$ cat src/rtl/fifo_pkg.sv
// Shared constants and types for the synchronous FIFO.
package fifo_pkg;

    localparam int FIFO_DATA_WIDTH = 8;
    localparam int FIFO_DEPTH      = 16;

    typedef logic [FIFO_DATA_WIDTH-1:0] fifo_data_t;

endpackage : fifo_pkg

$ cat src/rtl/fifo_mem.sv
// DEPTH x DATA_WIDTH register array: one synchronous write port and one
// registered read port whose output holds when no read is requested.
module fifo_mem
    import fifo_pkg::*;
#(
    parameter int DATA_WIDTH = FIFO_DATA_WIDTH,
    parameter int DEPTH      = FIFO_DEPTH,
    localparam int AW        = $clog2(DEPTH)
) (
    input  logic                  clk,
    input  logic                  rst_n,
    input  logic                  we,
    input  logic [AW-1:0]         waddr,
    input  logic [DATA_WIDTH-1:0] wdata,
    input  logic                  re,
    input  logic [AW-1:0]         raddr,
    output logic [DATA_WIDTH-1:0] rdata
);

    logic [DATA_WIDTH-1:0] r_mem [DEPTH];

    // Storage write port.
    // NOTE: the array has no reset on purpose; clearing it would turn every
    // entry into a resettable flop for no functional gain, since the pointers
    // and count already define which entries are meaningful.
    always_ff @(posedge clk) begin
        if (we) begin
            r_mem[waddr] <= wdata;
        end
    end

    // Registered read port: captures the addressed word on an accepted read.
    // NOTE: state is updated with non-blocking assignments so every register
    // samples pre-edge values regardless of process evaluation order.
    always_ff @(posedge clk or negedge rst_n) begin
        if (!rst_n) begin
            rdata <= '0;
        end else if (re) begin
            rdata <= r_mem[raddr];
        end
    end

endmodule : fifo_mem

$ cat src/rtl/sync_fifo.sv
// Single-clock FIFO: wrapping read/write pointers, an occupancy counter,
// accept logic and full/empty flags decoded from the registered count.
module sync_fifo
    import fifo_pkg::*;
#(
    parameter int DATA_WIDTH     = FIFO_DATA_WIDTH,
    parameter int DEPTH          = FIFO_DEPTH,
    parameter bit PROTOCOL_CHECK = 1'b0,
    localparam int AW            = $clog2(DEPTH)
) (
    input  logic                  clk,
    input  logic                  rst_n,
    input  logic                  wr_en,
    input  logic                  rd_en,
    input  logic [DATA_WIDTH-1:0] data_in,
    output logic [DATA_WIDTH-1:0] data_out,
    output logic                  full,
    output logic                  empty
);

    localparam logic [AW:0] FULL_COUNT = (AW+1)'(DEPTH);

    logic [AW-1:0] r_wr_ptr;
    logic [AW-1:0] r_rd_ptr;
    logic [AW:0]   r_count;
    logic          w_rd_acc;
    logic          w_wr_acc;

    // Flags and accept decisions; a full FIFO still takes a write when a read
    // frees a slot on the same edge, an empty FIFO never bypasses.
    always_comb begin
        full     = (r_count == FULL_COUNT);
        empty    = (r_count == '0);
        w_rd_acc = rd_en && !empty;
        w_wr_acc = wr_en && (!full || w_rd_acc);
    end

    // Pointer and occupancy update; pointers wrap naturally at DEPTH.
    always_ff @(posedge clk or negedge rst_n) begin
        if (!rst_n) begin
            r_wr_ptr <= '0;
            r_rd_ptr <= '0;
            r_count  <= '0;
        end else begin
            if (w_wr_acc) begin
                r_wr_ptr <= r_wr_ptr + 1'b1;
            end
            if (w_rd_acc) begin
                r_rd_ptr <= r_rd_ptr + 1'b1;
            end
            case ({w_wr_acc, w_rd_acc})
                2'b10:   r_count <= r_count + 1'b1;
                2'b01:   r_count <= r_count - 1'b1;
                default: r_count <= r_count;
            endcase
        end
    end

    fifo_mem #(
        .DATA_WIDTH (DATA_WIDTH),
        .DEPTH      (DEPTH)
    ) u_mem (
        .clk   (clk),
        .rst_n (rst_n),
        .we    (w_wr_acc),
        .waddr (r_wr_ptr),
        .wdata (data_in),
        .re    (w_rd_acc),
        .raddr (r_rd_ptr),
        .rdata (data_out)
    );

    // Optional producer/consumer protocol checks; the FIFO itself tolerates
    // violations, so these only flag misbehaving neighbours.
    if (PROTOCOL_CHECK) begin : g_protocol
        a_no_write_when_full: assert property (
            @(posedge clk) disable iff (!rst_n) full |-> !wr_en);
        a_no_read_when_empty: assert property (
            @(posedge clk) disable iff (!rst_n) empty |-> !rd_en);
    end

endmodule : sync_fifo

$ cat config.mk
export PLATFORM = sky130hd
export DESIGN_NAME = sync_fifo
export DESIGN_NICKNAME = d
export VERILOG_FILES = /design/src/rtl/fifo_pkg.sv /design/src/rtl/fifo_mem.sv /design/src/rtl/sync_fifo.sv
export SDC_FILE = /design/constraint.sdc
export NUM_CORES = 1
export LEC_CHECK = 0
export CORE_MARGIN = 2
export CORE_UTILIZATION = 32
export DETAILED_ROUTE_END_ITERATION = 10
export GPL_TIMING_DRIVEN = 0
export SLEW_MARGIN = 20
export SYNTH_ARGS = -nofsm -noshare
export SYNTH_HDL_FRONTEND = slang
export SYNTH_SLANG_ARGS = --single-unit
$ cat constraint.sdc
create_clock -name clk -period 2.8 [get_ports clk]
set_clock_uncertainty 0.2 [all_clocks]
set_input_delay 0.28 -clock clk [delete_from_list [all_inputs] [get_ports clk]]
set_output_delay 0.28 -clock clk [all_outputs]
set_load 0.01 [all_outputs]
==> summary.txt, run 1 <==
RSZ-0062 raised after global routing: true
Chip height: 141 um
Placed cell area: 0.00653 sq mm
Yosys cell types: 40
Initial core utilization: 32.4%
Critical Path Source Type: flip-flop
Antenna Cells: 0
Die Span X: 141 um
Pwr Total: 7.19 mW
Seq pwr share: 40.8%
Iteration-0 DRC Markers: 200
Sw power: 2.08 mW
Initial antenna violation count: 0
First-pass GRT wire length: 18.3 mm
CTS Sinks: 149
CTS Buf Count: 17
WP data required: 2.93 ns
Synthesis Warnings: 0
CTS root buffer: clkbuf_16
Yosys reg bits: 149
Worst EP arrival: 2.89 ns
Max Cap Viol: 0
CTS max path bufs: 2
Total wire length: 11.8 mm
CTS tree: yes
Via count: 2926
Largest net degree at the start of global routing: 22
Seq/Total Area, Yosys: 72.5%
Worst R2R End: r_count[4]
Pwr per Cell Area: 1000 mW/mm^2
Vias in the first global route: 3090
CP endpoint kind: flip-flop
Fin area: 0.00716 sq mm
Slew @ Worst Pin: 0.794 ns
Final nets: 376
Period minus WS final: 2.75 ns
Pint: 5.11 mW
Period utilization: 98.4%
Placer Congestion: 0.749
Clock group share of total power: 29.5%
R2r setup slk: 0.05 ns
Clk pin slew, worst setup/hold paths: 0.06 ns
Post-DP HPWL: 7.75 mm
DRT Pass-1 Iters: 4
Gate power share: 29.8%
H-tree depth: 4
Worst min path class: primary input to async pin
Gate Count Post-Synth: 308
Syn Nets: 329
Routed vias/inst: 4.88
Achievable Freq: 363 MHz
Global route overflow: 0
Die area: 0.0200 sq mm
Status: finished clean
Leakage power: 2.42 nW
Drt drc: 0
Number of buffers added on ports: 21
Syn Area/Cell: 19.6 sq um
Clock latency on the worst-skew pair: 0.42 ns
Sw frac: 28.9%
Layout cell share with drive strength beyond 1: 24.3%
Tot GR Track Use: 12.7%
Worst r2r path cells: 9
Most frequent cells in the layout: 128 x edfxtp_1, 32 x mux4_2, 21 x dfrtp_1
Post-route antenna net violation count: 0
Row Count: 50
Post-Synthesis Cell Area: 0.00603 sq mm
Rel. slew slack: 47.0%
DR WL/cell: 19.7 um
IR drop worst, VDD: 0.427 mV
Core Area: 0.0186 sq mm
Syn-to-layout area delta: 18.8%
Max-slew violations: 0
Setup Viol. Count Final: 0
CP Class: flip-flop to flip-flop
Ports: 22
Most common cell after layout, fill and taps aside: edfxtp_1
Final hold violation count: 0
Crit path max fanout: 5
Reg2reg start: r_count[3]
==> area by class of cell <==
class | instances | area [sq um]
sequential | 149 | 4370
inverter | 6 | 22.5
tap | 234 | 293
clock buffer | 20 | 437
fill | 1646 | 11400
timing repair buffer | 28 | 260
clock inverter | 10 | 110
multi-input combinational | 140 | 1610
buffer | 13 | 63.8
==> cells by family after synthesis <==
logic type               share of synthesized area, %
multiplexers                                     15.3
XOR/XNOR                                         1.31
flip-flops                                       72.5
AND/OR/NAND/NOR                                  4.57
AO/OA/AOI/OAI                                    2.93
buffers and inverters                            1.43
adder cells (fa/ha/maj)                          1.99
==> state kept, by name (all words and copies together) (netlist names) <==
register / cells
u_mem.rdata: 8
r_rd_ptr: 4
r_count: 5
r_wr_ptr: 4
u_mem.r_mem: 128
==> worst max-delay path, cell delays in order (launching register included) <==
cell      delay (ns)
dfrtp_1         0.39
or4_4           0.57
o21ai_4         0.19
nor2_4          0.09
ha_4            0.24
nor2b_1         0.13
o21a_1          0.17
or2_1           0.24
o32a_1          0.30
o211ai_1        0.15
==> through the flow <==
step                      cells  setup slack, ns  setup TNS [ns]  hold WS, ns  util, %
after global routing        600          -0.0408         -0.0408        0.221     38.6
after floorplan             308           0.0643               0       -0.216        -
final                       600           0.0452               0        0.175     38.6
after CTS                   597           0.0160               0        0.235     38.4
after global placement      563           -0.131          -0.131        0.280     35.2
after detailed placement    563           -0.204          -0.204        0.284     35.2
==> cell usage after synthesis (all sizes together) <==
master,count,area share [%]
nand2,16,1.0
nor3,1,0.083
nand2b,1,0.10
inv,6,0.37
mux2i,16,2.7
mux4,32,12
o32a,1,0.17
o21a,2,0.25
a21o,1,0.12
a21oi,3,0.44
nand4,2,0.21
o21bai,1,0.19
or2,2,0.21
or4,1,0.19
and2,16,1.7
nor3b,2,0.25
nor4,1,0.21
dfrtp,21,8.7
fa,1,0.33
o221ai,8,1.2
xnor2,9,1.3
and3,1,0.10
o21ai,5,0.48
ha,8,1.7
mux2,3,0.68
edfxtp,128,64
nor2,3,0.27
o211ai,1,0.12
clkbuf,1,0.062
nor2b,2,0.21
nand3,1,0.083
buf,12,1.0
==> what timing repair did <==
action | 4_1_cts | 5_1_grt
endpoints found under the hold margin | 0 | 21
resized for setup | 2 | 4
setup endpoints to repair | 1 | 2
gates cloned | 0 | 0
setup buffers | 4 | 2
pin swaps | 2 | 4
hold buffers | 0 | 1
==> routing by layer <==
metal / routed length, um / up-vias / track usage (%)
li1: - / 1322 / -
met1: 5240 / 1549 / 16.3
met2: 6030 / 43 / 20.9
met3: 347 / 12 / 2.46
met4: 217 / 0 / 5.84
met5: 0 / - / 0
==> worst max path at each step <==
stage | start | endpoint | slack [ns] | depth (start not counted)
floorplan | r_count[1] | r_count[4] | 0.06 | 9
global placement | rd_en | r_count[4] | -0.13 | 9
detailed placement | rd_en | r_count[4] | -0.20 | 9
global route | r_count[3] | r_count[4] | -0.04 | 9
CTS | r_count[1] | r_count[4] | 0.02 | 9
finish | r_count[3] | r_count[4] | 0.05 | 9
==> power groups by stage <==
stage	Combinational, mW	Clock (mW)	Sequential, mW
4_1_cts	2.16	2.16	2.93
5_1_grt	2.34	2.24	2.96
3_5_place_dp	2.09	0	2.98
2_1_floorplan	1.45	0	2.96
3_3_place_gp	2.06	0	2.97
6_report	2.14	2.12	2.93
Power figures use the tool's default switching activity.
==> run 2: changes to the inputs <==
- RECOVER_POWER: unset -> 25
==> run 2 against run 1 <==
  * Critical path depth stayed put
  * Sequential share of layout area hardly changed
  * Non-clock buffer count unchanged
  * Critical endpoint unchanged
  * Highest routed layer unchanged
==> summary.txt, run 2 (same netlist as run 1, synthesis figures left out) <==
Achievable Freq: 362 MHz (was 363 MHz)
PnR worst setup slack: 0.0407 ns (was 0.0452 ns)
Number of buffers added on ports: 21 (unchanged)
Crit path from: r_count[3] (unchanged)
WL met2: 6.10 mm (was 6.03 mm)
Iteration-0 DRC Markers: 228 (was 200)
Rel. slew slack: 19.3% (was 47.0%)
Most common cell after layout, fill and taps aside: edfxtp_1 (unchanged)
Worst hold slack: 0.296 ns (was 0.175 ns)
CTS tree: yes (unchanged)
Post-route antenna net violation count: 0 (unchanged)
Initial core utilization: 32.4% (unchanged)
DR top layer: met4 (unchanged)
DR WL/cell: 19.8 um (was 19.7 um)
Ports: 22 (unchanged)
Die area: 0.0200 sq mm (unchanged)
Metal-1 WL: 5.16 mm (was 5.24 mm)
Top reg by flops: u_mem.r_mem (unchanged)
Row Count: 50 (unchanged)
Routed vias/inst: 4.92 (was 4.88)
CTS max path bufs: 2 (unchanged)
Hold path startpoint: u_mem.rdata[0]
Most frequent cells in the layout: 128 x edfxtp_1, 32 x mux4_2, 21 x dfrtp_1 (unchanged)
Max reg flops: 128 (unchanged)
Worst min path class: flip-flop to flip-flop (was primary input to async pin)
Slew @ Worst Pin: 1.21 ns (was 0.794 ns)
Max-slew violations: 0 (unchanged)
Antenna Cells: 0 (unchanged)
H-tree depth: 4 (unchanged)
Clk pin slew, worst setup/hold paths: 0.06 ns (about the same)
Pwr per Cell Area: 1000 mW/mm^2 (about the same)
CP Class: flip-flop to flip-flop (unchanged)
Core Area: 0.0186 sq mm (unchanged)
Vias in the first global route: 3090 (unchanged)
# fillers: 1646 (unchanged)
RSZ-0062 raised after global routing: true (unchanged)
Global route overflow: 0 (unchanged)
Die Span X: 141 um (unchanged)
CP endpoint kind: flip-flop (unchanged)
Initial antenna violation count: 0 (unchanged)
Chip height: 141 um (unchanged)
CTS root buffer: clkbuf_16 (unchanged)
CTS Sinks: 149 (unchanged)
Crit path max fanout: 5 (unchanged)
Post-DP HPWL: 7.75 mm (unchanged)
Largest net degree at the start of global routing: 22 (unchanged)
Reg2reg start: r_count[3] (unchanged)
Clock latency on the worst-skew pair: 0.41 ns (was 0.42 ns)
Biggest regs: u_mem.r_mem x128, u_mem.rdata x8, r_count x5 (unchanged)
Layout cell share with drive strength beyond 1: 24.0% (was 24.3%)
Placer Congestion: 0.749 (unchanged)
WP data required: 2.93 ns (about the same)
Critical Path Source Type: flip-flop (unchanged)
Worst EP arrival: 2.89 ns (about the same)
Syn-to-layout area delta: 18.8% (about the same)
Met3 routed WL: 432 um (was 347 um)
Final hold violation count: 0 (unchanged)
Post-place setup slack: -0.204 ns (unchanged)
DRT Pass-1 Iters: 4 (unchanged)
IR drop worst, VDD: 0.424 mV (was 0.427 mV)
First-pass GRT wire length: 18.3 mm (unchanged)
Max Cap Viol: 0 (unchanged)
Tot GR Track Use: 12.7% (unchanged)
Setup Viol. Count Final: 0 (unchanged)
CTS Buf Count: 17 (unchanged)
Period minus WS final: 2.76 ns (was 2.75 ns)
Status: finished clean (unchanged)
Via count: 2952 (was 2926)
Period utilization: 98.5% (was 98.4%)
Leakage power: 2.42 nW (about the same)
Final nets: 376 (unchanged)
Drt drc: 0 (unchanged)
Total wire length: 11.9 mm (was 11.8 mm)
## run 2: cell types whose count changed in the layout (fill, tap and decap cells not counted), sizes merged
cell	before	now
clkdlybuf4s50	20	16
dlygate4sd3	1	5
clkbuf	21	22
buf	19	18
## run 2: final cells by class
type	count	area, sq um	share of cell area, %
sequential	149	4370	61.0
multi-input combinational	140	1610	22.5
clock buffer	20	437	6.10
tap	234	293	4.09
timing repair buffer	28	259	3.62
clock inverter	10	110	1.54
buffer	13	63.8	0.891
inverter	6	22.5	0.314
## run 2: metal layers
| layer | global-route usage (%) | vias to the layer above |
|---|---|---|
| met5 | 0 | - |
| met4 | 5.84 | 0 |
| met3 | 2.46 | 12 |
| met2 | 20.9 | 49 |
| met1 | 16.3 | 1570 |
| li1 | - | 1321 |
## run 2: through the flow
stage                     util, %  total power, mW  cells  TNS, ns  cell area, sq um
final                        38.6             7.19    600        0              7160
after global routing         38.6             7.54    600  -0.0408              7160
after CTS                    38.4             7.25    597        0              7130
after detailed placement     35.2             5.07    563   -0.204              6530
after global placement       35.2             5.03    563   -0.131              6530
after floorplan                 -             4.41    308        0              6030
## run 2: final timing paths
kind	slack (ns)	depth (start not counted)	end
hold reg to reg	0.30	2	u_mem.rdata[0]
max in group asynchronous	1.23	2	r_rd_ptr[1]
hold / removal	0.30	2	u_mem.rdata[0]
setup reg to reg	0.04	9	r_count[4]
setup / recovery	0.04	9	r_count[4]
min in group asynchronous	0.45	2	r_count[1]
## run 2: timing repair
item	CTS	global route
pin swaps	2	4
hold buffers	0	1
endpoints found under the setup margin	1	2
buffers inserted	4	2
gates resized for setup	2	4
endpoints found under the hold margin	0	21
## run 2: critical path, stage by stage, from the launching register on
cell	delay, ns
dfrtp_1	0.39
or4_4	0.57
o21ai_4	0.19
nor2_4	0.09
ha_4	0.24
nor2b_1	0.13
o21a_1	0.17
or2_1	0.24
o32a_1	0.30
o211ai_1	0.15
## run 2: where the power goes
| group | leakage, nW | internal, mW | total [mW] | switching (mW) |
|---|---|---|---|---|
| Sequential | 1.41 | 2.76 | 2.93 | 0.170 |
| Combinational | 0.751 | 1.05 | 2.14 | 1.09 |
| Clock | 0.259 | 1.29 | 2.12 | 0.824 |
